[src/rtl/conv1d_pkg.sv]
// Shared types and arithmetic helpers for the streaming 1-D convolver.
package conv1d_pkg;

    typedef enum logic [1:0] {
        LOAD_F  = 2'd0,
        LOAD_X  = 2'd1,
        COMPUTE = 2'd2
    } state_t;

    // Width of the generic saturation datapath; covers any ACCW up to 64.
    localparam int SAT_W = 64;

    function automatic int calc_accw(input int width, input int lenf);
        return 2 * width + $clog2(lenf);
    endfunction

    function automatic int calc_ngroup(input int size, input int p);
        return (size + p - 1) / p;
    endfunction

    // Values for the default configuration (WIDTH=16, LENX=16, LENF=4, P=2).
    localparam int ACCW   = calc_accw(16, 4);
    localparam int NGROUP = calc_ngroup(13, 2);

    // Clamp a full-precision sum into a signed width-bit range, then
    // optionally zero negative results; caller keeps the low width bits.
    function automatic logic signed [SAT_W-1:0] sat_relu(
        input logic signed [SAT_W-1:0] acc,
        input logic                    relu,
        input int                      width
    );
        logic signed [SAT_W-1:0] hi, lo, r;
        hi = (64'sd1 <<< (width - 1)) - 64'sd1;
        lo = -(64'sd1 <<< (width - 1));
        if (acc > hi)      r = hi;
        else if (acc < lo) r = lo;
        else               r = acc;
        if (relu && (r < 64'sd0)) r = '0;
        return r;
    endfunction

endpackage

[src/rtl/conv_mac_lane.sv]
// One multiply-accumulate lane. acc presents the running sum including the
// current cycle's product, so the controller can write back on the last tap.
module conv_mac_lane #(
    parameter int WIDTH = 16,
    parameter int ACCW  = 34
) (
    input  logic                    clk,
    input  logic                    reset,
    input  logic                    clr,
    input  logic                    en,
    input  logic signed [WIDTH-1:0] x,
    input  logic signed [WIDTH-1:0] f,
    output logic signed [ACCW-1:0]  acc
);

    logic signed [ACCW-1:0]    acc_q;
    logic signed [2*WIDTH-1:0] prod;
    logic signed [ACCW-1:0]    base;

    // Full-precision product added to either zero (first tap) or the held sum.
    always_comb begin
        prod = x * f;
        base = clr ? '0 : acc_q;
        acc  = en ? base + ACCW'(prod) : base;
    end

    // Hold the partial sum between taps.
    always_ff @(posedge clk or negedge reset) begin
        if (!reset) acc_q <= '0;
        else        acc_q <= acc;
    end

endmodule

[src/rtl/conv1d_stream_p.sv]
// Streaming valid-mode 1-D convolver: runtime-loaded filter, P parallel MAC
// lanes, single final saturation, optional ReLU, output buffer that drains
// while the next X frame loads.
module conv1d_stream_p
    import conv1d_pkg::*;
#(
    parameter  int WIDTH = 16,
    parameter  int LENX  = 16,
    parameter  int LENF  = 4,
    parameter  int P     = 2,
    localparam int SIZE  = LENX - LENF + 1
) (
    input  logic             clk,
    input  logic             reset,
    input  logic [WIDTH-1:0] s_data_in_f,
    input  logic             s_valid_f,
    output logic             s_ready_f,
    input  logic [WIDTH-1:0] s_data_in_x,
    input  logic             s_valid_x,
    output logic             s_ready_x,
    input  logic             relu_en,
    output logic [WIDTH-1:0] m_data_out_y,
    output logic             m_valid_y,
    input  logic             m_ready_y
);

    localparam int ACC_W   = calc_accw(WIDTH, LENF);
    localparam int N_GROUP = calc_ngroup(SIZE, P);
    localparam int XCW     = $clog2(LENX + 1);
    localparam int FCW     = $clog2(LENF + 1);
    localparam int PW      = $clog2(SIZE + 1);
    localparam int GW      = $clog2(N_GROUP + 1);
    localparam int XIW     = (LENX > 1) ? $clog2(LENX) : 1;
    localparam int KW      = (LENF > 1) ? $clog2(LENF) : 1;
    localparam int IW      = (SIZE > 1) ? $clog2(SIZE) : 1;

    state_t                  state;
    logic [XCW-1:0]          xcnt;
    logic [FCW-1:0]          fcnt;
    logic [GW-1:0]           g;
    logic [KW-1:0]           k;
    logic [PW-1:0]           rd, wr, rd_nx, wr_nx, n_wr;
    logic                    relu_q;
    logic signed [WIDTH-1:0] xbuf [LENX];
    logic signed [WIDTH-1:0] fbuf [LENF];
    logic [WIDTH-1:0]        obuf [SIZE];

    logic                        hs_f, hs_x, hs_y, last_tap, x_full_nx, empty_nx;
    logic [P-1:0]                lane_on;
    logic [P-1:0][WIDTH-1:0]     lane_x;
    logic [P-1:0][WIDTH-1:0]     lane_y;
    logic signed [ACC_W-1:0]     lane_acc [P];

    assign s_ready_f    = (state == LOAD_F);
    assign s_ready_x    = (state == LOAD_X) && (xcnt < XCW'(LENX));
    assign m_valid_y    = (rd < wr);
    assign m_data_out_y = obuf[rd[IW-1:0]];
    assign hs_f         = s_valid_f & s_ready_f;
    assign hs_x         = s_valid_x & s_ready_x;
    assign hs_y         = m_valid_y & m_ready_y;
    assign last_tap     = (state == COMPUTE) && (k == KW'(LENF - 1));
    assign x_full_nx    = (xcnt == XCW'(LENX)) || (hs_x && (xcnt == XCW'(LENX - 1)));

    // Lane i of group g owns y[g*P+i]; lanes past SIZE stay cleared.
    for (genvar i = 0; i < P; i++) begin : g_lane
        logic [31:0] yi, xi;
        always_comb begin
            yi = 32'(g) * 32'(P) + 32'(i);
            xi = yi + 32'(k);
        end
        assign lane_on[i] = (state == COMPUTE) && (yi < 32'(SIZE));
        assign lane_x[i]  = (xi < 32'(LENX)) ? xbuf[xi[XIW-1:0]] : '0;
        assign lane_y[i]  = WIDTH'(sat_relu(SAT_W'(lane_acc[i]), relu_q, WIDTH));

        conv_mac_lane #(.WIDTH(WIDTH), .ACCW(ACC_W)) u_lane (
            .clk   (clk),
            .reset (reset),
            .clr   ((k == '0) || !lane_on[i]),
            .en    (lane_on[i]),
            .x     (lane_x[i]),
            .f     (fbuf[k]),
            .acc   (lane_acc[i])
        );
    end

    // Next pointer values: group write advances wr, a drain of the last
    // entry clears both so the buffer reads as empty again.
    always_comb begin
        n_wr = '0;
        for (int i = 0; i < P; i++) n_wr = n_wr + PW'(lane_on[i]);
        rd_nx = rd;
        wr_nx = wr;
        if (last_tap) wr_nx = wr + n_wr;
        if (hs_y) begin
            rd_nx = rd + PW'(1);
            if (rd_nx == PW'(SIZE)) begin
                rd_nx = '0;
                wr_nx = '0;
            end
        end
        empty_nx = (rd_nx == '0) && (wr_nx == '0);
    end

    // Controller: filter load, X frame load, grouped MAC sequencing.
    always_ff @(posedge clk or negedge reset) begin
        if (!reset) begin
            state  <= LOAD_F;
            xcnt   <= '0;
            fcnt   <= '0;
            g      <= '0;
            k      <= '0;
            relu_q <= 1'b0;
            for (int i = 0; i < LENX; i++) xbuf[i] <= '0;
            for (int i = 0; i < LENF; i++) fbuf[i] <= '0;
        end else begin
            case (state)
                LOAD_F: if (hs_f) begin
                    fbuf[fcnt[KW-1:0]] <= s_data_in_f;
                    if (fcnt == FCW'(LENF - 1)) begin
                        fcnt  <= '0;
                        state <= LOAD_X;
                    end else begin
                        fcnt <= fcnt + FCW'(1);
                    end
                end
                LOAD_X: begin
                    if (hs_x) begin
                        xbuf[xcnt[XIW-1:0]] <= s_data_in_x;
                        xcnt                <= xcnt + XCW'(1);
                        if (xcnt == '0) relu_q <= relu_en;
                    end
                    if (x_full_nx && empty_nx) begin
                        state <= COMPUTE;
                        g     <= '0;
                        k     <= '0;
                    end
                end
                COMPUTE: begin
                    if (last_tap) begin
                        k <= '0;
                        if (g == GW'(N_GROUP - 1)) begin
                            g     <= '0;
                            xcnt  <= '0;
                            state <= LOAD_X;
                        end else begin
                            g <= g + GW'(1);
                        end
                    end else begin
                        k <= k + KW'(1);
                    end
                end
                default: state <= LOAD_F;
            endcase
        end
    end

    // Output buffer: group writeback at wr, drain from rd.
    always_ff @(posedge clk or negedge reset) begin
        if (!reset) begin
            rd <= '0;
            wr <= '0;
            for (int i = 0; i < SIZE; i++) obuf[i] <= '0;
        end else begin
            rd <= rd_nx;
            wr <= wr_nx;
            for (int i = 0; i < P; i++)
                if (last_tap && lane_on[i]) obuf[IW'(wr + PW'(i))] <= lane_y[i];
        end
    end

endmodule

[config.mk]
export PLATFORM = sky130hd
export DESIGN_NAME = conv1d_stream_p
export DESIGN_NICKNAME = d
export VERILOG_FILES = /design/src/rtl/conv1d_pkg.sv /design/src/rtl/conv_mac_lane.sv /design/src/rtl/conv1d_stream_p.sv
export SDC_FILE = /design/constraint.sdc
export NUM_CORES = 2
export LEC_CHECK = 0
export CORE_MARGIN = 8
export CORE_UTILIZATION = 70
export CTS_BUF_LIST = sky130_fd_sc_hd__clkbuf_8
export DETAILED_ROUTE_END_ITERATION = 10
export GPL_TIMING_DRIVEN = 0
export MAX_ROUTING_LAYER = met4
export PLACE_DENSITY = 0.87
export SYNTH_ARGS = -nofsm -noshare
export SYNTH_HDL_FRONTEND = slang
export SYNTH_SLANG_ARGS = --single-unit
[constraint.sdc]
create_clock -name clk -period 21.6 [get_ports clk]
set_clock_uncertainty 0.05 [all_clocks]
set_input_delay 2.16 -clock clk [delete_from_list [all_inputs] [get_ports clk]]
set_output_delay 2.16 -clock clk [all_outputs]
set_load 0.02 [all_outputs]
==> results.md <==
* Initial core utilization at 0.7021
* Pre-Repair DR Iteration Count at 8
* Postcts setup bufs at 0
* Detailed-route DRC error count at 0
* I/O pin count at 57
* Crit path capture type: register
* Peak Freq at roughly 67 MHz
* CTS H-tree depth at 3
* Dpl cells at approximately 6700
* Core Area at 79900 um2
* TritonCTS clock tree: built
* Gate Count Post-Synth at 5608
* Syn Area/Cell at approximately 10 um2
* WS Path Type: reg -> reg
* Worst EP required at 22170 ps
* DRT iter0 DRCs at 7029
* Overflow after GRT at 0
* Part of the cycle the worst path needs at 0.6907
* Max incr delay on CP at 1140 ps
* Max VDD drop at about 460 uV
* YS warnings at 0
* Worst reg2reg endpoint: obuf[62]$_DFF_PN0_
* RSZ-0062 raised after global routing: false
* Ys async rst share at 1.000
* Normalized max-slew margin at -0.02827
* Fin crit period at 14920 ps
* Max-Cap Viols at 2
* Detailed placement HPWL at 139800 um
* Avg WL per Cell at 26.83 um
* Post-synthesis xor/xnor area fraction at 0.01329
* Final count of pins violating max slew at 10
* Chip width at 299.1 um
* Flip-flop and latch count after synthesis at 620
* Post-synthesis mux area share at 0.1601
* CTS resizes at 0
* Antenna violations before repair at 11
* Placed cell area at roughly 58000 um2
* Row cnt at approximately 100
* CTS Buf Count at between 100 and 150
* Failing checks: max-capacitance violations, max-slew violations
* Synth Net Count at between 6000 and 7000
* Post-synth EDFFs at 0
* Post-CTS Hold Fix Bufs at 0
* DIE AREA at 89450 um2
* Most used DFF post-synth: dfrtp_1
* Worst Setup SP: k[0]$_DFFE_PN0P_
* Startpoint types: register
* Final Hold Viols at 0
* Clk root buf: clkbuf_8
* Leakage power at roughly 30 nW
* Compound-Gate Fraction of Synth Area at 0.08045
* Largest family of logic cells by synthesized area: adder cells
* First-pass GRT wire length at approximately 290000 um
* Critical Path Slowest Stage Cell: nor3_1
* Worst slack at placement at ~7400 ps
* Proportion of layout cells with a drive suffix above 1 at 0.1379
* Reg2reg setup slack at about 6700 ps
* Worst setup margin at between 6000 and 7000 ps
* Hold EP: fbuf[36]$_DFFE_PN0P_
* GR Util All Layers at 0.4305
* Nets at between 6000 and 7000
* R2R Path Start: k[0]$_DFFE_PN0P_
* Area grow syn2layout at 7.836%
* Synth Area in Simple Gates at 0.1234
* Power per cell area at about 170 nW/um2
* Commonest non-fill, non-tap cell in the layout: inv_1
* Routed vias/inst at 6.750
* Hold Crit Start: fbuf[36]$_DFFE_PN0P_
* Number of global-route vias before repair at about 50000
* Outcome: finished, violations left
* Fin area at around 60000 um2
* Fin Setup TNS at 0 ps
* Tightest Pin Transition at between 1500 and 2000 ps
* Placer Congestion at roughly 1.1
* Vias at 46870
* Die height at 299.1 um
* Post-Syn Area at 56100 um2
* Final setup vio count at 0
* Hold Path Depth at 1
* Max clock buf depth at 3
* Most frequent cells in the layout: 794 x inv_1, 745 x nand2_1, 620 x dfrtp_1
* CP arrival at between 15000 and 20000 ps
* ANT nets after route at 0
* Finished Layout Cells at 6943
* Final Hold Slack at between 400 and 500 ps
* Top fanout value on the critical path at 11
* Pin count of the biggest net entering global routing at around 120
* Distinct cell type count after synthesis at between 90 and 100
* CTS clk-pin slew, worst paths at approximately 80 ps
* Seq/Total Area, Yosys at 0.2766
* Clock sink total at 620
* Worst-Skew Late Latency at around 800 ps
* Synth Area in Adders at 0.2686
* Final WL at ~190000 um
* Hold Crit Class: reg -> reg
* Port bufs at 56
* Cells on worst reg2reg path at 36
==> critical path, delay by kind of cell (launching register included) <==
family / cells / cell delay [ps]
simple gates: 4 / 1940
mux: 2 / 540
flops: 1 / 420
compound gates: 7 / 1840
fa+ha+maj: 8 / 3620
buf+inv: 15 / 6310
==> cells in the mapped netlist, drive strengths merged, types with 5 or more instances <==
library cell  instances  area [um2]
nor3                 34       175.2
o21bai                6       45.04
and2                 89       556.8
o31ai                14       123.9
o32a                 12       146.4
a31oi                12       75.07
nand2b               20       125.1
or4                   6       45.04
nand3                83       415.4
xnor2                44       392.9
clkbuf              302        1135
nand2               746        2803
a221oi                5       56.31
o21a                 19       142.6
a211oi               30       250.2
o211ai              123       968.4
nor2b                11       68.82
mux2                346        3896
dfrtp               620       15510
or3                  24       150.1
a22oi                18       135.1
a21oi               111       559.3
xor2                 36       330.3
a21o                 30       225.2
buf                  63       326.6
fa                  612       12250
o21ai               264        1321
ha                  225        2815
inv                 769        2887
nor4                  6       37.54
o22ai                 7       43.79
and3                 37       231.5
mux2i                92       920.9
o211a                 9       90.09
nor2                497        1868
mux4                185        4167
or2                  20       127.6
nand4                31       193.9
==> flip-flops by register name, indices dropped and copies added, names as in the netlist <==
signal               cells
relu_q                   1
xbuf                   256
rd                       4
fbuf                    64
state                    2
wr                       4
g                        3
xcnt                     5
g_lane.u_lane.acc_q     68
k                        2
fcnt                     3
obuf                   208
==> how the worst max path moves through the flow <==
stage	endpoint	slack (ps)	cells after the start
2_1_floorplan	obuf[154]$_DFF_PN0_	10740	39
3_3_place_gp	g_lane[0].u_lane.acc_q[30]$_DFF_PN0_	-9130	1
3_5_place_dp	obuf[154]$_DFF_PN0_	7380	37
4_1_cts	obuf[154]$_DFF_PN0_	7240	37
5_1_grt	obuf[58]$_DFF_PN0_	6280	37
6_report	obuf[62]$_DFF_PN0_	6680	36
==> routing by layer <==
layer / share of wire / global-route usage / wire (um)
met1: 0.34 / 0.5088 / 62420
met2: 0.43 / 0.6137 / 80170
met4: 0.078 / 0.2519 / 14560
met5: 0 / - / 0
met3: 0.16 / 0.1859 / 29150
==> report_power, final <==
| group | leakage [nW] | internal (W) | total [W] | switching [W] |
|---|---|---|---|---|
| Clock | 1.31 | 0.000624 | 0.00118 | 0.000552 |
| Combinational | 20.2 | 0.00260 | 0.00765 | 0.00505 |
| Sequential | 8.51 | 0.00125 | 0.00131 | 0.0000587 |
==> cell type report <==
class                           count  area [um2]
Buffer                            365        1461
Fill cell                        5117       19400
Sequential cell                   620       15510
Clock buffer                      138        1899
Clock inverter                     59       405.4
Tap cell                         1060        1326
Timing Repair Buffer               63       721.9
Multi-Input combinational cell   3854       36240
Antenna cell                       15       37.54
Inverter                          769        2887
==> logic make-up (layout without fill, tap and decap cells) <==
family                     after synthesis  in the layout
and+or+nand+nor                       1619           1619
buffers and inverters                 1134           1394
adders and majority gates              837            837
AOI/OAI and AO/OA                      694            694
muxes                                  623            623
DFF                                    620            620
xor gates and xnor gates                81             81
other                                    0             15
==> metrics by stage <==
step	utilization	total power, W
2_1_floorplan	-	0.006334
3_3_place_gp	0.7257	0.008471
3_5_place_dp	0.7277	0.008616
4_1_cts	0.7565	0.009867
5_1_grt	0.7570	0.01084
6_report	0.7571	0.01014
No activity file was read; power rests on OpenSTA's default activity.
